**src/rtl/hazard_ctrl.sv**
```systemverilog
// hazard_ctrl: pipeline hazard and stall scheduler for the five-stage core.
//   Inserts the single load-use bubble, flushes wrong-path work on a taken
//   branch/jump, freezes the pipe while data memory is busy, sequences the
//   SIIC/HALT drain and keeps a saturating stall-cycle counter.
// Ports:
//   clk, rst (async, active low)
//   id_*        : decode-stage instruction info
//   ex_*        : execute-stage load/write/redirect info
//   mem_busy    : data memory not ready
//   pc_write, ifid_write, ifid_flush, idex_bubble, pipe_freeze : pipe control
//   siic_go     : one-cycle pulse, fetch may redirect to the SIIC handler
//   halted      : sticky halt indication
//   stall_cnt   : saturating count of cycles with pc_write=0
module hazard_ctrl #(
  parameter int DRAIN_CYCLES = 3,
  parameter int CNT_W        = 16
) (
  input  logic             clk,
  input  logic             rst,
  input  logic             id_valid,
  input  logic [2:0]       id_rs,
  input  logic [2:0]       id_rt,
  input  logic             id_rs_used,
  input  logic             id_rt_used,
  input  logic             id_siic,
  input  logic             id_halt,
  input  logic             ex_memread,
  input  logic             ex_regwrite,
  input  logic [2:0]       ex_wreg,
  input  logic             ex_redirect,
  input  logic             mem_busy,
  output logic             pc_write,
  output logic             ifid_write,
  output logic             ifid_flush,
  output logic             idex_bubble,
  output logic             pipe_freeze,
  output logic             siic_go,
  output logic             halted,
  output logic [CNT_W-1:0] stall_cnt
);

  typedef enum logic [1:0] {RUN, DRAIN, HALTED} state_t;

  localparam logic [2:0] DRAIN_INIT = 3'(DRAIN_CYCLES - 1);

  state_t     state_q, state_d;
  logic [2:0] cnt_q, cnt_d;
  logic       kind_q, kind_d;   // 0: SIIC drain, 1: HALT drain
  logic       load_use;

  // Clears by itself once the bubble reaches execute, so at most one bubble.
  assign load_use = ex_memread & ex_regwrite & id_valid &
                    ((id_rs_used & (id_rs == ex_wreg)) |
                     (id_rt_used & (id_rt == ex_wreg)));

  always_ff @(posedge clk or negedge rst) begin
    if (!rst) begin
      state_q <= RUN;
      cnt_q   <= '0;
      kind_q  <= 1'b0;
    end else begin
      state_q <= state_d;
      cnt_q   <= cnt_d;
      kind_q  <= kind_d;
    end
  end

  always_comb begin
    state_d     = state_q;
    cnt_d       = cnt_q;
    kind_d      = kind_q;
    pc_write    = 1'b1;
    ifid_write  = 1'b1;
    ifid_flush  = 1'b0;
    idex_bubble = 1'b0;
    pipe_freeze = 1'b0;
    siic_go     = 1'b0;
    halted      = 1'b0;
    unique case (state_q)
      RUN: begin
        if (mem_busy) begin
          pipe_freeze = 1'b1;
          pc_write    = 1'b0;
          ifid_write  = 1'b0;
        end else if (ex_redirect) begin
          // Decode holds a wrong-path instruction: hazards/SIIC/HALT ignored.
          ifid_flush  = 1'b1;
          idex_bubble = 1'b1;
        end else if (load_use) begin
          pc_write    = 1'b0;
          ifid_write  = 1'b0;
          idex_bubble = 1'b1;
        end else if (id_valid & (id_siic | id_halt)) begin
          // The SIIC/HALT itself moves on to ID/EX; younger fetches are killed.
          pc_write   = 1'b0;
          ifid_flush = 1'b1;
          state_d    = DRAIN;
          cnt_d      = DRAIN_INIT;
          kind_d     = ~id_siic;
        end
      end
      DRAIN: begin
        pc_write   = 1'b0;
        ifid_flush = 1'b1;
        if (mem_busy) begin
          pipe_freeze = 1'b1;
          ifid_write  = 1'b0;
        end else if (cnt_q == 3'd0) begin
          if (kind_q) begin
            state_d = HALTED;
          end else begin
            state_d = RUN;
            siic_go = 1'b1;
          end
        end else begin
          cnt_d = cnt_q - 3'd1;
        end
      end
      HALTED: begin
        pc_write    = 1'b0;
        ifid_write  = 1'b0;
        idex_bubble = 1'b1;
        halted      = 1'b1;
      end
      default: state_d = RUN;
    endcase
  end

  // Halted cycles are not stalls and are not counted.
  always_ff @(posedge clk or negedge rst) begin
    if (!rst)
      stall_cnt <= '0;
    else if ((state_q != HALTED) && !pc_write && (stall_cnt != '1))
      stall_cnt <= stall_cnt + 1'b1;
  end

endmodule

```
**config.mk**
```make
export PLATFORM = sky130hd
export DESIGN_NAME = hazard_ctrl
export DESIGN_NICKNAME = d
export VERILOG_FILES = /design/src/rtl/hazard_ctrl.sv
export SDC_FILE = /design/constraint.sdc
export NUM_CORES = 1
export LEC_CHECK = 0
export BUFFER_PORTS_ARGS = -buffer_cell sky130_fd_sc_hd__buf_2
export CELL_PAD_IN_SITES_DETAIL_PLACEMENT = 0
export CELL_PAD_IN_SITES_GLOBAL_PLACEMENT = 2
export CORE_ASPECT_RATIO = 0.5
export CORE_UTILIZATION = 32
export DETAILED_ROUTE_END_ITERATION = 7
export GPL_ROUTABILITY_DRIVEN = 0
export GPL_TIMING_DRIVEN = 0
export PLACE_DENSITY = 0.84
export SETUP_SLACK_MARGIN = 0.4
export SYNTH_ARGS = -nofsm -noshare
export SYNTH_HDL_FRONTEND = slang
export SYNTH_SLANG_ARGS = --single-unit
```
**constraint.sdc**
```tcl
create_clock -name clk -period 3.5 [get_ports clk]
set_input_delay 1.05 -clock clk [delete_from_list [all_inputs] [get_ports clk]]
set_output_delay 1.05 -clock clk [all_outputs]
set_load 0.01 [all_outputs]
```
==> impl_results.md, run 1 <==
- GRT Total Usage: 0.139
- Register area share after synthesis: 0.406
- Worst setup SP type: input port
- Crit path max fanout: 2
- Max Freq: 0.311 GHz
- Met2 WL: 1580 um
- Warnings, synthesis: 0
- Layout cells sized above 1: 0.356
- Post-DP HPWL: between 2000 and 2500 um
- Die Span X: 94.0 um
- CTS tree: yes
- Antenna violations before repair: 0
- H-Tree Depth: 1
- WL/cell: ~13 um
- 1st-pass router iterations: 4
- Total Power: between 1 and 1.5 mW
- DR iter-0 viols: 37
- Ant diodes: 0
- Kind of critical path: input port to output port
- Worst-margin pin slew: 0.655 ns
- Cell Pwr Density: 663 nW/um^2
- I/O pins: 43
- Most common cell after layout, fill and taps aside: buf_2
- Core Util, Final: 0.465
- Netlist cell types: 37
- Top Layer Used: met3
- Reg power frac: 0.329
- Min-delay worst type: flip-flop to flip-flop
- Total gr overflow: 0
- Worst-path clk slew: 0.07 ns
- Final worst slack: 0.289 ns
- Core Area: 3980 sq um
- Vias in the first global route: 1060
- Setup TNS Final: 0 ns
- # DRC: 0
- P_int: about 0.73 mW
- Switching power: 0.494 mW
- Reg2reg setup slack: between 1 and 1.5 ns
- IO Port Bufs: 42
- Nets: 219
- Final Hold Viols: 0
- Setup violators final: 0
- DRT antenna net count: 0
- Starting density of the core: 0.340
- Lkg Pwr: between 0.9 and 1 nW
- Final slew viol count: 0
- Mapped Nets: 166
- Combinational power share: 0.481
- Ys async rst share: 1.00
- Clock network fraction of design power: 0.191
- Detailed Route WL: 3210 um
- Largest net degree at the start of global routing: 23
- Crit. End Element: output port
- Die footprint: 4510 sq um
- Setup slack at placement: about 0.14 ns
- Row Count: 16
- Min Clock Period, post-route: 3.21 ns
- Global-route wire length before repair: 4660 um
- Fin crit share: 0.917
- Post-synth top flop: dfrtp_1
- Maxcap violations: 0
- Area grow syn2layout: 36.7%
- Post-DR vias/cell: roughly 4.9
- RSZ-0062 raised after global routing: true
- Syn avg cell area: 9.75 sq um
- CTS Root Cell: clkbuf_8
- Setup Skew: ~0.0073 ns
- Mapped Area: around 1400 sq um
- Synth Register Bits: 22
- Worst skew pair latency: 0.26 ns
- Crit path DAT: 2.16 ns
- Status: finished clean
- Worst slew margin: 0.560
- Max IR drop VDD: 0.000195 V
- Req. time, crit path: about 2.5 ns
- Vias: 1195
- TritonCTS Buffers: 3
- Metal3 WL: 193 um
- Most frequent cells in the layout: 36 x buf_2, 22 x dfrtp_1, 13 x xor2_1, 10 x inv_1, 10 x nor2_1
- Die Y: between 40 and 50 um
- Clk sinks: 22
- Post-synth EDFFs: 0
- # hold bufs at CTS: 0
- Syn Inst Count: approximately 140
- Longest Clk Path Bufs: 2
- Sw Ratio: 0.402
- M1 wire length: 1440 um
==> sequential cells by signal, summed over array words and instances (netlist names) <==
| name | cells |
|---|---|
| stall_cnt | 16 |
| kind_q | 1 |
| state_q | 2 |
| cnt_q | 3 |
==> per-stage QoR <==
stage | hold WS, ns | area (sq um) | cells
final | 0.501 | 1850 | 245
after global routing | 0.531 | 1850 | 245
after CTS | 0.507 | 1810 | 244
after detailed placement | 0.492 | 1630 | 235
after global placement | 0.480 | 1630 | 235
after floorplan | 0.492 | 1360 | 139
==> worst paths after layout <==
check                           endpoint  depth (start not counted)           from
max                          idex_bubble                          8       id_rt[0]
min in group asynchronous  stall_cnt[12]                          1            rst
min reg2reg                stall_cnt[15]                          1  stall_cnt[15]
max reg2reg                 stall_cnt[1]                          8     state_q[0]
max in group asynchronous  stall_cnt[11]                          1            rst
min                        stall_cnt[15]                          1  stall_cnt[15]
==> what timing repair did <==
item / 4_1_cts / 5_1_grt
endpoints found under the setup margin: 3 / 4
pin swaps: 13 / 6
gates resized for setup: 14 / 7
buffers inserted: 5 / 1
==> synth_stat cells (2+ instances only) <==
| cell type | number | area, sq um |
|---|---|---|
| a211oi_1 | 2 | 15.0 |
| a21oi_1 | 3 | 15.0 |
| dfrtp_1 | 22 | 551 |
| ha_1 | 7 | 87.6 |
| inv_1 | 10 | 37.5 |
| mux2i_1 | 2 | 20.0 |
| nand2_1 | 9 | 33.8 |
| nand3_1 | 7 | 35.0 |
| nand4_1 | 5 | 31.3 |
| nor2_1 | 11 | 41.3 |
| nor2b_1 | 4 | 25.0 |
| nor3_1 | 5 | 25.0 |
| nor4_1 | 7 | 43.8 |
| o21ai_0 | 2 | 10.0 |
| o21bai_1 | 2 | 15.0 |
| xnor2_1 | 8 | 70.1 |
| xor2_1 | 13 | 114 |
==> power by group through the flow <==
stage,registers [mW],logic (mW),clock network [mW]
final,0.404,0.590,0.234
after global placement,0.405,0.573,0
after CTS,0.405,0.591,0.245
after detailed placement,0.410,0.577,0
after global routing,0.420,0.663,0.258
after floorplan,0.413,0.388,0
==> critical path, cell delays in order <==
cell and delay, ns:
buf_6 0.10, xnor2_2 0.16, nand4_1 0.19, a21oi_2 0.22
buf_4 0.14, nor2_2 0.03, o21bai_1 0.13, buf_2 0.15
==> cells by family (layout without fill, tap and decap cells) <==
family / count (synthesis) / after routing / share of synthesized area
AO/OA/AOI/OAI: 19 / 19 / 0.104
XOR/XNOR: 21 / 21 / 0.136
adder cells (fa/ha/maj): 7 / 7 / 0.0646
buffers and inverters: 12 / 64 / 0.0388
flip-flops: 22 / 22 / 0.406
multiplexers: 3 / 3 / 0.0259
AND/OR/NAND/NOR: 55 / 55 / 0.224
==> area by class of cell <==
cell class	count	area (sq um)
Clock buffer	3	41.3
Timing Repair Buffer	48	300
Buffer	2	15.0
Tap cell	54	67.6
Clock inverter	1	30.0
Inverter	10	37.5
Sequential cell	22	551
Fill cell	416	2130
Multi-Input combinational cell	105	811
==> layer usage <==
layer	vias to the layer above	GRT usage
met5	-	0
met4	0	0.0369
met3	0	0.0349
met2	34	0.264
met1	563	0.163
li1	598	-
No activity file was read; power rests on OpenSTA's default activity.
==> inputs of run 2 (changes only) <==
--- a/config.mk
+++ b/config.mk
@@ -9,6 +9,7 @@
 export CELL_PAD_IN_SITES_DETAIL_PLACEMENT = 0
 export CELL_PAD_IN_SITES_GLOBAL_PLACEMENT = 2
 export CORE_ASPECT_RATIO = 0.5
+export CORE_MARGIN = 4
 export CORE_UTILIZATION = 32
 export DETAILED_ROUTE_END_ITERATION = 7
 export GPL_ROUTABILITY_DRIVEN = 0
==> impl_results.md, run 2 (synthesis results as in run 1) <==
- Layout cells sized above 1: 0.339 (-0.0174)
- Crit path max fanout: 3 (+1)
- Row Count: 16 (unchanged)
- TritonCTS Buffers: 3 (unchanged)
- # DRC: 0 (unchanged)
- Placed Area: 1630 sq um (unchanged)
- Crit. End Element: output port
- Crit path DAT: 2.16 ns (about the same)
- Min-delay worst type: flip-flop to flip-flop
- Die footprint: 5400 sq um (+20%)
- Combinational power share: 0.480 (about the same)
- CTS Root Cell: clkbuf_8
- Final slew viol count: 0 (unchanged)
- Post-DP HPWL: 2460 um (+7.3%)
- Vias: 1206 (+0.92%)
- Vias in the first global route: 1222 (+15%)
- Reg power frac: 0.327 (-0.002)
- Post-route cell area: 1830 sq um (-1.2%)
- DRT antenna net count: 0 (unchanged)
- CTS tree: yes
- Area grow syn2layout: 35.1%
- Post-DR vias/cell: 4.96 (+1.8%)
- Worst-margin pin slew: 0.612 ns (-0.0424 ns)
- Status: finished clean
- Starting density of the core: 0.340 (unchanged)
- Setup violators final: 0 (unchanged)
- Worst setup SP type: input port
- Die Span X: 100 um (+6.4%)
- Largest register by flop count: stall_cnt
- Cell Pwr Density: 672 nW/um^2 (+1.4%)
- Maxcap violations: 0 (unchanged)
- Detailed Route WL: 3420 um (+6.3%)
- Clk sinks: 22 (unchanged)
- Worst slew margin: 0.588 (+0.0285)
- RSZ-0062 raised after global routing: true
- Fin crit share: 0.918 (about the same)
- Die Y: 54.0 um (+12%)
- Reg2reg setup slack: 1.14 ns (about the same)
- # hold bufs at CTS: 0 (unchanged)
- Worst-path clk slew: 0.08 ns (about the same)
- Most common cell after layout, fill and taps aside: buf_2
- Max IR drop VDD: 0.000265 V (+36%)
- WL/cell: 14.1 um (+7.2%)
- Global-route wire length before repair: 5670 um (+22%)
- Core Area: 3980 sq um (unchanged)
- Switching power: 0.497 mW (+0.68%)
- Worst skew pair latency: 0.26 ns (about the same)
- Core Util, Final: 0.459 (-0.00565)
- Most frequent cells in the layout: 35 x buf_2, 22 x dfrtp_1, 13 x xor2_1, 11 x nor2_1, 10 x inv_1
- Total Power: 1.23 mW (+0.17%)
- Kind of critical path: input port to output port
- 1st-pass router iterations: 6 (+2)
- Min Clock Period, post-route: 3.21 ns (+0.00120 ns)
- Max Freq: 0.311 GHz (about the same)
- H-Tree Depth: 1 (unchanged)
- Antenna violations before repair: 0 (unchanged)
- IO Port Bufs: 42 (unchanged)
- Largest registers: stall_cnt x16, cnt_q x3, state_q x2
- GRT Total Usage: 0.132 (-0.00630)
- Setup TNS Final: 0 ns (unchanged)
- Largest net degree at the start of global routing: 23 (unchanged)
- Clock network fraction of design power: 0.193 (+0.002)
- Setup Skew: 0.00388 ns (-0.00346 ns)
- Sw Ratio: 0.404 (+0.00208)
- P_int: 0.733 mW (-0.18%)
- Lkg Pwr: 0.950 nW (-1.6%)
- DR iter-0 viols: 60 (+62%)
- Ant diodes: 0 (unchanged)
- Max reg flops: 16 (unchanged)
- Req. time, crit path: 2.45 ns (about the same)
- I/O pins: 43 (unchanged)
- Final Hold Viols: 0 (unchanged)
- Total gr overflow: 0 (unchanged)
- Longest Clk Path Bufs: 2 (unchanged)
- Nets: 217 (-0.91%)
run 2: changes by cell type in the layout (fill, tap and decap cells not counted), sizes merged:
cell	delta
buf	-2
run 2: power groups by stage:
stage	Clock, mW	Combinational [mW]	Sequential (mW)
after detailed placement	0	0.579	0.409
after floorplan	0	0.388	0.413
final	0.237	0.590	0.403
after global placement	0	0.575	0.406
after global routing	0.258	0.665	0.418
after CTS	0.243	0.593	0.404
run 2: routing by layer:
metal / vias up / wire (um) / track usage
met5: - / 0 / 0
met4: 0 / 29 / 0.0201
met3: 4 / 268 / 0.0388
met2: 41 / 1580 / 0.243
met1: 569 / 1530 / 0.161
li1: 592 / - / -
run 2: final cells by class:
| cell class | count | area, sq um |
|---|---|---|
| Buffer | 2 | 15.0 |
| Clock buffer | 3 | 41.3 |
| Clock inverter | 1 | 30.0 |
| Fill cell | 405 | 2150 |
| Inverter | 10 | 37.5 |
| Multi-Input combinational cell | 105 | 801 |
| Sequential cell | 22 | 551 |
| Tap cell | 54 | 67.6 |
| Timing Repair Buffer | 46 | 288 |
run 2: per-stage QoR:
| step | hold WS, ns | cells | setup WS [ns] |
|---|---|---|---|
| 2_1_floorplan | 0.492 | 139 | 0.511 |
| 3_5_place_dp | 0.481 | 235 | 0.149 |
| 3_3_place_gp | 0.481 | 235 | 0.141 |
| 4_1_cts | 0.494 | 242 | 0.358 |
| 5_1_grt | 0.537 | 243 | 0.200 |
| 6_report | 0.490 | 243 | 0.288 |
run 2: critical path, stage by stage:
cell      delay (ns)
buf_6           0.10
xnor2_1         0.17
nand4_1         0.18
a211oi_2        0.39
o22ai_1         0.11
buf_2           0.15
run 2: path summary, 6_finish.rpt:
kind | start | to | depth (start not counted)
min in group asynchronous | rst | stall_cnt[8] | 1
max | ex_wreg[1] | pc_write | 6
min reg2reg | stall_cnt[15] | stall_cnt[15] | 1
min | stall_cnt[15] | stall_cnt[15] | 1
max reg2reg | state_q[0] | stall_cnt[1] | 8
max in group asynchronous | rst | kind_q | 1
run 2: what timing repair did:
action                     CTS  global route
buffers inserted             3             1
resized for setup           14             3
pin swaps                   13             5
setup endpoints to repair    3             4
